$ cat config.mk
export PLATFORM = sky130hd
export DESIGN_NAME = mulshift_seq
export DESIGN_NICKNAME = d
export VERILOG_FILES = /design/src/rtl/mulshift_pkg.sv /design/src/rtl/mul16x16.sv /design/src/rtl/mulshift_seq.sv
export SDC_FILE = /design/constraint.sdc
export NUM_CORES = 1
export LEC_CHECK = 0
export BUFFER_PORTS_ARGS = -buffer_cell sky130_fd_sc_hd__buf_2
export CAP_MARGIN = 20
export CORE_MARGIN = 4
export CORE_UTILIZATION = 65
export CTS_BUF_LIST = sky130_fd_sc_hd__clkbuf_4
export DETAILED_ROUTE_END_ITERATION = 12
export GPL_TIMING_DRIVEN = 1
export PLACE_DENSITY = 0.84
export SYNTH_ARGS = -nofsm -noshare
export SYNTH_HDL_FRONTEND = slang
export SYNTH_HIERARCHICAL = 1
export SYNTH_SLANG_ARGS = --single-unit
$ cat constraint.sdc
create_clock -name clk -period 19.6 [get_ports clk]
set_clock_uncertainty 0.05 [all_clocks]
set_input_delay 1.96 -clock clk [delete_from_list [all_inputs] [get_ports clk]]
set_output_delay 1.96 -clock clk [all_outputs]
set_load 0.03 [all_outputs]
$ cat src/rtl/mulshift_pkg.sv
// Shared types and constants for the multiply/shift sequencer.
// Latency: n/a (types and pure functions only).
// Backpressure: n/a.
package mulshift_pkg;

  localparam int DATA_W = 32;
  localparam int HALF_W = 16;
  localparam int ACC_W  = 2 * DATA_W;

  typedef enum logic [1:0] {
    OP_MUL   = 2'b00,
    OP_SHL   = 2'b01,
    OP_MULHU = 2'b10,
    OP_RSVD  = 2'b11
  } op_e;

  typedef enum logic [2:0] {
    IDLE = 3'd0,
    P0   = 3'd1,
    P1   = 3'd2,
    P2   = 3'd3,
    P3   = 3'd4,
    DONE = 3'd5
  } state_e;

  // Effective multiplier halves {bh_e, bl_e}. SHL turns the shift amount into a
  // one-hot power of two placed in the low or high half depending on b[4].
  function automatic logic [DATA_W-1:0] eff_mult(input op_e o, input logic [DATA_W-1:0] bv);
    logic [HALF_W-1:0] oh;
    logic [DATA_W-1:0] r;
    oh = 16'h0001 << bv[3:0];
    r  = bv;
    if (o == OP_SHL) begin
      if (bv[4]) r = {oh, 16'h0000};
      else       r = {16'h0000, oh};
    end
    return r;
  endfunction

  // Final result word taken from the accumulator for each operation.
  function automatic logic [DATA_W-1:0] sel_result(input op_e o, input logic [ACC_W-1:0] acc_v);
    logic [DATA_W-1:0] r;
    case (o)
      OP_MUL, OP_SHL: r = acc_v[DATA_W-1:0];
      OP_MULHU:       r = acc_v[ACC_W-1:DATA_W];
      default:        r = '0;
    endcase
    return r;
  endfunction

endpackage

$ cat src/rtl/mul16x16.sv
// Purely combinational 16x16 -> 32 unsigned multiplier.
// Latency: 0 cycles (combinational).
// Backpressure: none; the caller sequences the operands.
module mul16x16
  import mulshift_pkg::*;
(
  input  logic [HALF_W-1:0] x,
  input  logic [HALF_W-1:0] y,
  output logic [DATA_W-1:0] p
);

  // Full-width unsigned product; the 32-bit context keeps every bit.
  assign p = DATA_W'(x) * DATA_W'(y);

endmodule

$ cat src/rtl/mulshift_seq.sv
// 32-bit MUL / SHL / MULHU sequenced over one shared 16x16 multiplier in four passes.
// Latency: 4 cycles from accept edge to out_valid; one op per 6 cycles at full rate.
// Backpressure: in_ready only in IDLE; result and accumulator hold in DONE until out_ready.
module mulshift_seq
  import mulshift_pkg::*;
(
  input  logic              clk,
  input  logic              resetn,
  input  logic              in_valid,
  output logic              in_ready,
  input  logic [1:0]        op,
  input  logic [DATA_W-1:0] a,
  input  logic [DATA_W-1:0] b,
  output logic              out_valid,
  input  logic              out_ready,
  output logic [DATA_W-1:0] result,
  output logic              busy
);

  state_e            state;
  op_e               op_q;
  logic [DATA_W-1:0] a_q;
  logic [HALF_W-1:0] bl_q;
  logic [HALF_W-1:0] bh_q;
  logic [ACC_W-1:0]  acc;
  logic [DATA_W-1:0] result_q;

  logic [HALF_W-1:0] mul_x;
  logic [HALF_W-1:0] mul_y;
  logic [DATA_W-1:0] prod;
  logic [ACC_W-1:0]  acc_add;
  logic [ACC_W-1:0]  acc_next;
  logic [DATA_W-1:0] eff_b;

  // Multiplier decode happens here, before the operand registers, so the
  // P-state datapath only sees registered halves.
  assign eff_b = eff_mult(op_e'(op), b);

  // Select the operand halves for the current pass.
  always_comb begin
    mul_x = a_q[HALF_W-1:0];
    mul_y = bl_q;
    case (state)
      P0: begin mul_x = a_q[HALF_W-1:0];      mul_y = bl_q; end
      P1: begin mul_x = a_q[HALF_W-1:0];      mul_y = bh_q; end
      P2: begin mul_x = a_q[DATA_W-1:HALF_W]; mul_y = bl_q; end
      P3: begin mul_x = a_q[DATA_W-1:HALF_W]; mul_y = bh_q; end
      default: begin mul_x = a_q[HALF_W-1:0]; mul_y = bl_q; end
    endcase
  end

  mul16x16 u_mul (
    .x (mul_x),
    .y (mul_y),
    .p (prod)
  );

  // Align the partial product to its weight for the current pass.
  always_comb begin
    acc_add = '0;
    case (state)
      P0:      acc_add = {32'h0, prod};
      P1, P2:  acc_add = {16'h0, prod, 16'h0};
      P3:      acc_add = {prod, 32'h0};
      default: acc_add = '0;
    endcase
  end

  assign acc_next = acc + acc_add;

  // Sequencer: accept in IDLE, four accumulate passes, hold result in DONE.
  always_ff @(posedge clk or negedge resetn) begin
    if (!resetn) begin
      state    <= IDLE;
      op_q     <= OP_MUL;
      a_q      <= '0;
      bl_q     <= '0;
      bh_q     <= '0;
      acc      <= '0;
      result_q <= '0;
    end else begin
      case (state)
        IDLE: begin
          if (in_valid) begin
            op_q  <= op_e'(op);
            a_q   <= a;
            bl_q  <= eff_b[HALF_W-1:0];
            bh_q  <= eff_b[DATA_W-1:HALF_W];
            acc   <= '0;
            state <= P0;
          end
        end
        P0: begin
          acc   <= acc_next;
          state <= P1;
        end
        P1: begin
          acc   <= acc_next;
          state <= P2;
        end
        P2: begin
          acc   <= acc_next;
          state <= P3;
        end
        P3: begin
          // The result register loads from the final sum so it is valid
          // on the same edge that out_valid rises.
          acc      <= acc_next;
          result_q <= sel_result(op_q, acc_next);
          state    <= DONE;
        end
        DONE: begin
          if (out_ready) state <= IDLE;
        end
        default: state <= IDLE;
      endcase
    end
  end

  assign in_ready  = (state == IDLE);
  assign out_valid = (state == DONE);
  assign busy      = (state != IDLE);
  assign result    = result_q;

endmodule
==> impl_metrics.json <==
{
  "overflow": 0,
  "finalCritPeriodShare_pct": 57.5,
  "crit_required_ns": 20.08,
  "wl_per_cell_um": 22.2,
  "crit_arrival_ns": 11.76,
  "hp-class": "register to register",
  "track_usage_pct": 36.2,
  "crit_buf_inv": 5,
  "worstMarginPinSlew_ns": 1.16,
  "dr.pass1.iters": 6,
  "core_area_um2": 30500,
  "num_io_pins": 105,
  "synth_area_leader_cell": "dfrtp_1",
  "crit_top_cell": "fa_1",
  "cts-resized-gates": 0,
  "whs_path_depth": 2,
  "startpoint_type": "register",
  "ys_seq_area_share_pct": 20.6,
  "setup_viol": 0,
  "finalNetCount": 2729,
  "finalSetupTns_ns": 0,
  "synth.top_cell.area_share_pct": 20.6,
  "clockBufferDepth": 2,
  "syn-mean-instance-area_um2": 8.78,
  "critPathKind": "register to register",
  "vias": 17500,
  "rr_worst_depth": 34,
  "relSlewSlack_pct": 22.8,
  "crit_family": "adder cells",
  "die_x_um": 184,
  "async_flop_share_pct": 100,
  "grt_pass1_vias": 17500,
  "crit_fanout": 17,
  "holdBufCountCts": 0,
  "cts_tree": "yes",
  "cts.clk_slew.worst_paths_ns": 0.17,
  "cts.sinks": 165,
  "initialDrtViolationCount": 1433,
  "cts_buffers": 17,
  "dp_hpwl_um": 46900,
  "final_core_util_pct": 68.9,
  "status": "finished clean",
  "antenna_found_initial": 2,
  "syn2layout_area_growth_pct": 4.72,
  "fill_cells": 2488,
  "grt_pass1_wl_um": 95800,
  "synth-seq-cells": 165,
  "die_h_um": 184,
  "rows": 64,
  "ys_types": 80,
  "hold_end": "result[10]$_DFFE_PN0N_",
  "die_area_um2": 33700,
  "drc_errors": 0,
  "synth_edf_count": 0,
  "rsz0062_at_grt": "no",
  "synth_ff_type": "dfrtp_1",
  "reg2reg_slack_ns": 8.32,
  "maxCapViolCount": 0,
  "min_period_ns": 11.28,
  "r2r_end": "acc[54]$_DFFE_PN0P_",
  "post_cts_buffers": 0,
  "rr_startpoint": "state[0]$_DFFE_PN0P_",
  "hold_violations": 0,
  "drive_gt1_share_pct": 10.4,
  "slew_violations": 0,
  "final_antenna_net_count": 0,
  "synth_nets": 2717,
  "synth_area_leaders": "dfrtp_1 21%, fa_1 19%, ha_1 10%",
  "h-tree-depth": 4,
  "slowest_stage": "nor2_1",
  "initial_core_util_pct": 65.8,
  "fmax_mhz": 88.7,
  "yosysWarnings": 6,
  "syn-cell-area_um2": 20100,
  "synth_cells": 2285,
  "hp-start": "result[10]$_DFFE_PN0N_",
  "ctsRootBufferMaster": "clkbuf_4",
  "io_buffer_count": 104,
  "drt_wl_total_um": 60000,
  "gp_congestion": 0.998,
  "clk_latency_ns": 0.69,
  "slowest_delay_ns": 0.59,
  "vias_per_cell": 6.46,
  "worstSetupEndpointType": "register",
  "grt_max_degree": 100
}
==> tightest hold or removal path: stages (launching register included) <==
cell and delay, ns:
dfrtp_1 0.36, nand2_1 0.05, nand2_1 0.04
==> worst max path at each step <==
stage | start | end | slack (ns) | depth (start not counted)
3_3_place_gp | state[0]$_DFFE_PN0P_ | acc[54]$_DFFE_PN0P_ | 8.82 | 35
3_5_place_dp | state[0]$_DFFE_PN0P_ | acc[54]$_DFFE_PN0P_ | 8.69 | 35
6_report | state[0]$_DFFE_PN0P_ | acc[54]$_DFFE_PN0P_ | 8.32 | 34
4_1_cts | state[0]$_DFFE_PN0P_ | acc[54]$_DFFE_PN0P_ | 8.62 | 35
2_1_floorplan | state[1]$_DFFE_PN0P_ | acc[56]$_DFFE_PN0P_ | 9.60 | 40
5_1_grt | state[1]$_DFFE_PN0P_ | acc[54]$_DFFE_PN0P_ | 7.80 | 34
==> stage by stage <==
step	cells	setup slack, ns	hold WS [ns]	area (um2)
after floorplan	2285	9.60	0.406	20100
after global placement	2673	8.82	0.397	20700
after detailed placement	2673	8.69	0.402	20700
after CTS	2705	8.62	0.432	21000
after global routing	2708	7.80	0.457	21000
final	2708	8.32	0.425	21000
==> cells in the final DEF, fill, tap and decap left out, types with 11 or more instances in the layout <==
| cell | instances |
|---|---|
| a21o_1 | 65 |
| a21oi_1 | 135 |
| a22o_1 | 72 |
| a22oi_1 | 50 |
| a31oi_1 | 21 |
| and2_1 | 146 |
| and3_1 | 31 |
| buf_2 | 103 |
| buf_4 | 11 |
| clkbuf_4 | 19 |
| dfrtp_1 | 165 |
| fa_1 | 195 |
| ha_1 | 167 |
| inv_1 | 252 |
| mux2_2 | 65 |
| nand2_1 | 261 |
| nand2b_1 | 11 |
| nand3_1 | 27 |
| nand4_1 | 25 |
| nor2_1 | 114 |
| nor3_1 | 26 |
| o21ai_0 | 89 |
| o21bai_1 | 20 |
| xnor2_1 | 52 |
| xor2_1 | 31 |
==> logic make-up (layout without fill, tap and decap cells) <==
| group | after synthesis | after routing | share of synthesized area [%] |
|---|---|---|---|
| xor gates and xnor gates | 83 | 83 | 3.62 |
| DFF | 165 | 165 | 20.6 |
| and+or+nand+nor | 678 | 678 | 16.2 |
| other | 0 | 2 | 0 |
| buffers and inverters | 376 | 401 | 7.15 |
| AOI/OAI and AO/OA | 553 | 553 | 18.8 |
| adders and majority gates | 362 | 362 | 29.9 |
| muxes | 68 | 68 | 3.80 |
==> registers in the layout, indices dropped and copies added, names as in the netlist <==
signal / count
a_q: 32
acc: 64
bh_q: 16
bl_q: 16
op_q: 2
result: 32
state: 3
==> area by class of cell <==
cell class,count,area (um2),share of cell area [%]
diodes,2,5.00,0.0238
clock buffers,19,143,0.679
clock inverters,13,135,0.643
inverters,253,950,4.52
multi-input cells,1744,14500,69.1
flip-flops and latches,165,4130,19.6
well taps,396,495,2.36
repair buffers,116,637,3.03
==> synthesized netlist by cell type, types with 65 or more instances <==
| cell | instances |
|---|---|
| a22o_1 | 72 |
| a21o_1 | 65 |
| ha_1 | 167 |
| nand2_1 | 262 |
| inv_1 | 252 |
| and2_1 | 147 |
| o21ai_0 | 89 |
| dfrtp_1 | 165 |
| nor2_1 | 116 |
| fa_1 | 195 |
| mux2_2 | 65 |
| a21oi_1 | 135 |
| clkbuf_1 | 109 |
==> routing by layer <==
| layer | track usage [%] | vias up | part of all wire, % |
|---|---|---|---|
| li1 | - | 7793 | - |
| met1 | 50.4 | 8637 | 42 |
| met2 | 56.8 | 903 | 46 |
| met3 | 7.72 | 151 | 8.8 |
| met4 | 13.0 | 0 | 3.5 |
| met5 | 0 | - | 0 |
Power is left out: the tool's default activity adds up to more than one toggle a clock period on the data nets, which glitch-free logic cannot reach.
